### src/rtl/booth_pkg.sv
// Shared types and constants for the radix-2 Booth multiplier sequencer.
//   state_t   : one-hot FSM state encoding
//   OP_ADD/OP_SUB : add_sub codes driven to the adder/subtractor
//   PAIR_ADD/PAIR_SUB : {Q0,Q_1} Booth recoding pairs that need an add/sub
package booth_pkg;

  typedef enum logic [5:0] {
    S_IDLE  = 6'b000001,
    S_LOAD  = 6'b000010,
    S_CHECK = 6'b000100,
    S_ADD   = 6'b001000,
    S_SHIFT = 6'b010000,
    S_DONE  = 6'b100000
  } state_t;

  localparam logic OP_ADD = 1'b0;
  localparam logic OP_SUB = 1'b1;

  localparam logic [1:0] PAIR_ADD = 2'b01;  // Q0=0, Q_1=1 : HQ + M
  localparam logic [1:0] PAIR_SUB = 2'b10;  // Q0=1, Q_1=0 : HQ - M

endpackage

### src/rtl/module_booth_sequencer_if.sv
// Control/status bundle between the Booth sequencer and its surroundings.
//   start, q_lsb            : requests and datapath feedback into the sequencer
//   load_a, load_b,
//   load_add, add_sub,
//   shift_hq_lq_q_1         : datapath strobes out of the sequencer
//   busy, done, iter        : status out of the sequencer
// master = control/datapath side, slave = sequencer.
interface module_booth_sequencer_if #(
  parameter int N = 8
) ();
  localparam int W = $clog2(N + 1);

  logic         start;
  logic [1:0]   q_lsb;
  logic         load_a;
  logic         load_b;
  logic         load_add;
  logic         add_sub;
  logic         shift_hq_lq_q_1;
  logic         busy;
  logic         done;
  logic [W-1:0] iter;

  modport master (
    output start, q_lsb,
    input  load_a, load_b, load_add, add_sub, shift_hq_lq_q_1, busy, done, iter
  );

  modport slave (
    input  start, q_lsb,
    output load_a, load_b, load_add, add_sub, shift_hq_lq_q_1, busy, done, iter
  );
endinterface

### src/rtl/module_booth_itercnt.sv
// Loadable down-counter holding the number of Booth iterations remaining.
//   clk, rst : clock, asynchronous active-low reset (resets to N)
//   load     : reload value with N (has priority over dec)
//   dec      : decrement by one; saturates at zero
//   value    : current count
//   last     : value == 1, i.e. the current iteration is the final one
module module_booth_itercnt #(
  parameter int N = 8,
  parameter int W = $clog2(N + 1)
) (
  input  logic         clk,
  input  logic         rst,
  input  logic         load,
  input  logic         dec,
  output logic [W-1:0] value,
  output logic         last
);

  logic [W-1:0] cnt_q, cnt_d;

  // NOTE: every variable assigned in always_comb gets a default first so no
  // path leaves it unassigned and a latch can never be inferred.
  always_comb begin
    cnt_d = cnt_q;
    if (load) begin
      cnt_d = W'(N);
    end else if (dec && (cnt_q != '0)) begin
      cnt_d = cnt_q - 1'b1;
    end
  end

  // NOTE: state registers use non-blocking assignments so every flop samples
  // pre-edge values regardless of process evaluation order.
  always_ff @(posedge clk or negedge rst) begin
    if (!rst) begin
      cnt_q <= W'(N);
    end else begin
      cnt_q <= cnt_d;
    end
  end

  assign value = cnt_q;
  assign last  = (cnt_q == W'(1));

endmodule

### src/rtl/module_booth_sequencer.sv
// Control sequencer for a radix-2 Booth multiplier datapath.
// On start it loads M and the multiplier, then for each of N iterations
// inspects {Q0,Q_1}, optionally adds/subtracts M into HQ, and shifts
// {HQ,LQ,Q_1} arithmetically right. A one-cycle done pulse ends the run.
//   clk : system clock, rising edge
//   rst : asynchronous active-low reset
//   bus : control/status bundle (slave side), see module_booth_sequencer_if
module module_booth_sequencer
  import booth_pkg::*;
#(
  parameter int N = 8
) (
  input  logic                     clk,
  input  logic                     rst,
  module_booth_sequencer_if.slave  bus
);

  localparam int W = $clog2(N + 1);

  state_t       state_q, state_d;
  logic         add_sub_q, add_sub_d;
  logic         cnt_load, cnt_dec, cnt_last;
  logic [W-1:0] cnt_value;

  module_booth_itercnt #(.N(N), .W(W)) u_itercnt (
    .clk   (clk),
    .rst   (rst),
    .load  (cnt_load),
    .dec   (cnt_dec),
    .value (cnt_value),
    .last  (cnt_last)
  );

  always_comb begin
    state_d             = state_q;
    add_sub_d           = OP_ADD;
    cnt_load            = 1'b0;
    cnt_dec             = 1'b0;
    bus.load_a          = 1'b0;
    bus.load_b          = 1'b0;
    bus.load_add        = 1'b0;
    bus.shift_hq_lq_q_1 = 1'b0;
    bus.busy            = 1'b0;
    bus.done            = 1'b0;

    case (state_q)
      S_IDLE: begin
        if (bus.start) state_d = S_LOAD;
      end
      S_LOAD: begin
        bus.busy   = 1'b1;
        bus.load_a = 1'b1;
        bus.load_b = 1'b1;
        cnt_load   = 1'b1;
        state_d    = S_CHECK;
      end
      S_CHECK: begin
        bus.busy = 1'b1;
        // add_sub is latched here so it is stable for the whole ADD cycle.
        if (bus.q_lsb == PAIR_SUB) begin
          add_sub_d = OP_SUB;
          state_d   = S_ADD;
        end else if (bus.q_lsb == PAIR_ADD) begin
          add_sub_d = OP_ADD;
          state_d   = S_ADD;
        end else begin
          state_d   = S_SHIFT;
        end
      end
      S_ADD: begin
        bus.busy     = 1'b1;
        bus.load_add = 1'b1;
        state_d      = S_SHIFT;
      end
      S_SHIFT: begin
        bus.busy            = 1'b1;
        bus.shift_hq_lq_q_1 = 1'b1;
        cnt_dec             = 1'b1;
        state_d             = cnt_last ? S_DONE : S_CHECK;
      end
      S_DONE: begin
        bus.busy = 1'b1;
        bus.done = 1'b1;
        // Reload so iter reads N while idle; zero is only visible in DONE.
        cnt_load = 1'b1;
        state_d  = S_IDLE;
      end
      default: begin
        state_d = S_IDLE;
      end
    endcase
  end

  always_ff @(posedge clk or negedge rst) begin
    if (!rst) begin
      state_q   <= S_IDLE;
      add_sub_q <= OP_ADD;
    end else begin
      state_q   <= state_d;
      add_sub_q <= add_sub_d;
    end
  end

  // Qualified by ADD so add_sub reads 0 everywhere else, even after a
  // corrupted state.
  assign bus.add_sub = add_sub_q && (state_q == S_ADD);
  assign bus.iter    = cnt_value;

endmodule

### src/flat_wrapper.sv
// flat-port wrapper written by rule: the top's interface ports become plain ports
module module_booth_sequencer_flat import booth_pkg::*;
#(
  parameter int N = 8
)
  (clk, rst, bus_start, bus_q_lsb, bus_load_a, bus_load_b, bus_load_add, bus_add_sub, bus_shift_hq_lq_q_1, bus_busy, bus_done, bus_iter);
  module_booth_sequencer_if #(.N(N)) bus_i ();
  input  logic clk;
  input  logic rst;
  input wire logic [$bits(bus_i.start)-1:0] bus_start;
  input wire logic [$bits(bus_i.q_lsb)-1:0] bus_q_lsb;
  output wire logic [$bits(bus_i.load_a)-1:0] bus_load_a;
  output wire logic [$bits(bus_i.load_b)-1:0] bus_load_b;
  output wire logic [$bits(bus_i.load_add)-1:0] bus_load_add;
  output wire logic [$bits(bus_i.add_sub)-1:0] bus_add_sub;
  output wire logic [$bits(bus_i.shift_hq_lq_q_1)-1:0] bus_shift_hq_lq_q_1;
  output wire logic [$bits(bus_i.busy)-1:0] bus_busy;
  output wire logic [$bits(bus_i.done)-1:0] bus_done;
  output wire logic [$bits(bus_i.iter)-1:0] bus_iter;
  assign bus_i.start = bus_start;
  assign bus_i.q_lsb = bus_q_lsb;
  assign bus_load_a = bus_i.load_a;
  assign bus_load_b = bus_i.load_b;
  assign bus_load_add = bus_i.load_add;
  assign bus_add_sub = bus_i.add_sub;
  assign bus_shift_hq_lq_q_1 = bus_i.shift_hq_lq_q_1;
  assign bus_busy = bus_i.busy;
  assign bus_done = bus_i.done;
  assign bus_iter = bus_i.iter;
  module_booth_sequencer #(.N(N)) u_core (.clk(clk), .rst(rst), .bus(bus_i));
endmodule
### config.mk
export PLATFORM = sky130hd
export DESIGN_NAME = module_booth_sequencer_flat
export DESIGN_NICKNAME = d
export VERILOG_FILES = /design/src/rtl/booth_pkg.sv /design/src/rtl/module_booth_sequencer_if.sv /design/src/rtl/module_booth_itercnt.sv /design/src/rtl/module_booth_sequencer.sv /design/src/flat_wrapper.sv
export SDC_FILE = /design/constraint.sdc
export NUM_CORES = 1
export LEC_CHECK = 0
export CAP_MARGIN = 40
export CORE_MARGIN = 5
export CORE_UTILIZATION = 54
export CTS_BUF_LIST = sky130_fd_sc_hd__clkbuf_2
export CTS_CLUSTER_DIAMETER = 80
export DETAILED_ROUTE_END_ITERATION = 12
export PLACE_DENSITY_LB_ADDON = 0.12
export REMOVE_ABC_BUFFERS = 1
export SLEW_MARGIN = 20
export SYNTH_ARGS = -nofsm -noshare
export SYNTH_HDL_FRONTEND = slang
export SYNTH_HIERARCHICAL = 1
export SYNTH_SLANG_ARGS = --single-unit
export TNS_END_PERCENT = 5
### constraint.sdc
create_clock -name clk -period 3.15 [get_ports clk]
set_clock_uncertainty 0.15 [all_clocks]
set_input_delay 0.63 -clock clk [delete_from_list [all_inputs] [get_ports clk]]
set_output_delay 0.63 -clock clk [all_outputs]
set_load 0.01 [all_outputs]
# Word-level counts from Yosys, hierarchy flattened
# Index checks and enable logic that the tools add are counted.
dict set report totals {
  regBits 11
  latch_bits 0
  ramBits 0
  mem_bits_ro 0
  out_inout_bits 11
  elab_cells 35
  n_memories 0
}
dict set report op_classes {
  add_sub_neg 1
  multipliers 0
  div 0
  order_cmp 0
  eq_ne 10
  n_shift 0
  mux 15
  n_bitwise 0
  reduce_logical 6
}
# op count
set ops {}
lappend ops {{6-bit one-hot mux with 5 select lines} 1}
lappend ops {{6-bit 2-to-1 mux} 3}
lappend ops {{1-bit 2-to-1 mux} 8}
lappend ops {{4-bit 2-to-1 mux} 2}
lappend ops {{6-bit by 1-bit equality test with 1-bit output, second input constant} 1}
lappend ops {{6-bit by 2-bit equality test with 1-bit output, second input constant} 1}
lappend ops {{6-bit by 3-bit equality test with 1-bit output, second input constant} 1}
lappend ops {{6-bit by 4-bit equality test with 1-bit output, second input constant} 1}
lappend ops {{6-bit by 5-bit equality test with 1-bit output, second input constant} 1}
lappend ops {{6-bit equality test, second input constant} 1}
lappend ops {{5-bit 2-to-1 mux} 1}
lappend ops {{5-bit OR reduction} 1}
lappend ops {{4-bit by 1-bit equality test with 1-bit output, second input constant} 1}
lappend ops {{4-bit nonzero test} 1}
lappend ops {{4-bit by 1-bit subtractor with 4-bit output, second input constant} 1}
lappend ops {{2-bit by 1-bit equality test with 1-bit output, second input constant} 1}
lappend ops {{2-bit equality test, second input constant} 1}
lappend ops {{1-bit logical AND} 2}
lappend ops {{2-bit != test, second input constant} 1}
lappend ops {{2-bit nonzero test} 1}
lappend ops {{2-bit OR reduction} 1}

# Logic depth before layout (Yosys ltp)
dict set report depth {
  depth_word 5
  depth_mapped 6
  mapped_depth_nobuf 6
}

# Hierarchy
# The synthesis kept the hierarchy.
# mod n_inst cells_per_inst area_per_inst_um2 seq_area_each_um2
set modules_own_cells {}
lappend modules_own_cells {module_booth_sequencer 1 41 451.7 176.4}
lappend modules_own_cells {module_booth_itercnt 1 25 256.5 101.3}

# Least setup slack after synthesis
# No wires, ideal clock.
dict set report synth_path {
  path_type {register to output}
  start {register u_core.state_q[3]}
  end {output port bus_load_b}
  arrival_time_ns 1.661
  setup_slack_ns 0.709
  path_stages_with_launch 4
  n_path_buf 1
  path_cell_list {dfrtp_1 or3_1 nor4b_1 buf_4}
}
dict set report synth_between {
  elab_chain_len 2
}
# element line
set synth_lines {}
lappend synth_lines {{from (decl)} module_booth_sequencer.sv:20} ;# state_t state_q, state_d;
lappend synth_lines {{from (signal assigned)} module_booth_sequencer.sv:99} ;# state_q <= state_d;
lappend synth_lines {{6-bit by 2-bit equality test with 1-bit output} -}
lappend synth_lines {{1-bit 2-to-1 mux} -}
lappend synth_lines {{to (decl)} flat_wrapper.sv:13} ;# output wire logic [$bits(bus_i.load_b)-1:0] bus_load_b;
# No other way between the ends.

# Final worst setup path
dict set report layout_path {
  start {register u_core.state_q[3]}
  end {output port bus_load_a}
}
dict set report layout_between {
  elab_chain_len 2
}
# element line
set layout_lines {}
lappend layout_lines {{6-bit by 2-bit equality test with 1-bit output} module_booth_sequencer.sv:46} ;# case (state_q)
lappend layout_lines {{1-bit 2-to-1 mux} module_booth_sequencer.sv:46}
lappend layout_lines {{to (decl)} flat_wrapper.sv:12} ;# output wire logic [$bits(bus_i.load_a)-1:0] bus_load_a;
# No other way between the ends.

==> results by group <==
Logic synthesis
  • Commonest cells in the netlist: dfrtp_1 (9), inv_1 (5), ha_1 (4), nor3_1 (4)
  • Top-area cell type share of the netlist area: 0.318
  • Prevailing post-synth register cell: dfrtp_1
  • Seq/Total Area, Yosys: 0.392
  • Mapped Area: 708 um2
  • Top cell type by total area after synthesis: dfrtp_1
  • Synthesized area per cell: 10.7 um2
  • Synthesized instance count: 66
  • Fraction of registers with async set/reset: 1.00
  • Dominant cells by area after synthesis: dfrtp_1 (32%), dfstp_2 (7.4%), ha_1 (7.1%), nor4b_4 (6.7%), nor3_1 (2.8%)
  • Most common cell in the netlist: dfrtp_1
  • Synth warnings: 6
  • Yosys reg bits: 11
  • Post-synth EDFFs: 0
  • Post-synth cell types: 35

Layout
  • Layout cells sized above 1: 0.190
  • Fill count: 107
  • ANT cells: 0
  • Multi-input logic area: 389 um2
  • Synth-to-Final Area Change: 25.6%
  • Final Net Count: 94
  • Fin cells: 99
  • Register Area: 278 um2

Timing
  • Slew margin rel.: 0.650
  • Top achievable clock speed: 336 MHz
  • Setup ws final: 171 ps
  • Unrepaired setup endpoints after global routing: false
  • Hold Violations, Final: 0
  • Min Hold Slack: 438 ps
  • Period Utilization, post-route: 0.946
  • Min Tclk post-route: 2980 ps
  • Final setup vio count: 0
  • Worst-Margin Slew: 523 ps
  • Max Slew Vio Count: 0
  • Setup tns final: 0 ps

Routing
  • DR pass1 iterations: 4
  • Final WL: 1390 um
  • Vias/cell: 5.72
  • DR WL/cell: 14.0 um
  • Vias: 566
  • Starting DRT DRC Count: 7
  • DRC Markers: 0
  • Routed Antenna Nets: 0

Place
  • Final Wtd Congestion: 0.813
  • I/O Buffers: 15
  • Placed cell count: 95
  • DP HPWL: 1060 um
  • Setup WS pre-CTS: 403 ps

GRT
  • First-pass GRT wire length: 2420 um
  • Largest net degree at the start of global routing: 12
  • Global-route layer with the greatest usage: met2
  • Vias in the first global route: 554
  • M2 GR Usage: 0.264
  • All-Layer GR Usage: 0.158
  • GRT met3 Usage: 0.0273
  • Residual overflow from global routing: 0
  • Initial antenna violation count: 0
  • GRT met1 Usage: 0.197

Worst setup path
  • Worst-path fanout max: 5
  • Crit Path Class: reg -> out
  • Crit path required time: 2370 ps
  • CP Launch Type: flop
  • WP data arrival: 2200 ps
  • Worst Setup End Kind: output pin

Floorplan
  • Die width: 46.2 um
  • DIE HEIGHT: 46.2 um
  • Die footprint: 0.00214 mm2
  • Starting Density: 0.558
  • Core area: 0.00127 mm2
  • Row Count: 13
  • Ports: 16

Run status
  • Outcome: complete, no violations

Clocking
  • Cts bufs inserted: 3
  • Sink Count: 11
  • Hold Buf Count CTS: 0
  • Worst-path clk slew: 110 ps
  • Max clock buf depth: 2
  • Postcts setup bufs: 0
  • Worst-Skew Late Latency: 250 ps
  • CTS root buffer: clkbuf_2
  • Depth of the CTS H-tree: 1
  • Post-CTS sizing: 0
  • CTS tree: yes

Pwr
  • Lkg Pwr: 0.368 nW
  • P per Cell Area: 623 mW/mm2
  • Maximum VDD drop: 0.353 mV

Min path
  • Hold Crit Class: reg -> reg

Flow run
  • Max-Cap Viols: 0
## final timing paths
path	endpoint	startpoint	depth (start not counted)	slack, ps
max in group asynchronous	u_core/state_q[0]	rst	1	1920
worst min-delay path	u_core/state_q[1]	u_core/state_q[0]	2	440
worst max register to register	u_core/u_itercnt/value[3]	u_core/state_q[3]	5	770
min in group asynchronous	u_core/state_q[2]	rst	1	560
worst min register to register	u_core/state_q[1]	u_core/state_q[0]	2	440
worst max-delay path	bus_load_a	u_core/state_q[3]	3	170
## flip-flops by register name (all words and copies together) (netlist names)
| register | cells |
|---|---|
| u_core/add_sub_q | 1 |
| u_core/state_q | 6 |
| u_core/u_itercnt/value | 4 |
## power by group
part / total [mW] / switching (mW) / internal (mW)
logic: 0.246 / 0.115 / 0.131
registers: 0.228 / 0.0469 / 0.181
clock network: 0.0797 / 0.0459 / 0.0337
total: 0.554 / 0.208 / 0.346
## stage by stage
stage / area (um2) / total power, mW / utilization
2_1_floorplan: 686 / 0.373 / -
3_3_place_gp: 870 / 0.473 / 0.685
5_1_grt: 890 / 0.592 / 0.701
3_5_place_dp: 870 / 0.474 / 0.685
6_report: 890 / 0.554 / 0.701
4_1_cts: 890 / 0.556 / 0.701
## cells by family after synthesis
group,after synthesis,synth area share
xor+xnor,2,0.0247
buf+inv,8,0.0583
flops,11,0.392
mux,1,0.0212
compound gates,10,0.0989
fa+ha+maj,4,0.0707
simple gates,30,0.334
## critical path: stages (launching register included)
cell	delay, ps
dfrtp_1	460
or3_1	480
nor4b_1	410
clkdlybuf4s50_1	610
## area by class of cell
class / count / share of cell area
clock buffer: 4 / 0.0225
timing repair buffer: 17 / 0.186
tap: 15 / 0.0211
sequential: 11 / 0.312
inverter: 5 / 0.0211
multi-input combinational: 47 / 0.437
## metal layers
metal / wire [um] / part of all wire
met5: 0 / 0
met1: 632 / 0.46
met2: 702 / 0.51
met4: 9 / 0.0065
met3: 44 / 0.032
## cells in the final DEF, fill, tap and decap left out, drive strengths merged
| master | count |
|---|---|
| nor3 | 4 |
| nor2 | 3 |
| o21ai | 1 |
| or3 | 2 |
| or3b | 1 |
| a311oi | 1 |
| a211o | 2 |
| or4b | 1 |
| a21oi | 3 |
| inv | 5 |
| nor3b | 3 |
| or4 | 2 |
| nor2b | 1 |
| nand2 | 3 |
| nor4b | 3 |
| ha | 4 |
| o211ai | 1 |
| mux2 | 1 |
| dfstp | 2 |
| a21o | 1 |
| and2 | 4 |
| nand2b | 1 |
| buf | 2 |
| dfrtp | 9 |
| clkdlybuf4s50 | 15 |
| clkbuf | 4 |
| xnor2 | 2 |
| a211oi | 1 |
| nor4 | 2 |
No activity file was read; power rests on OpenSTA's default activity.
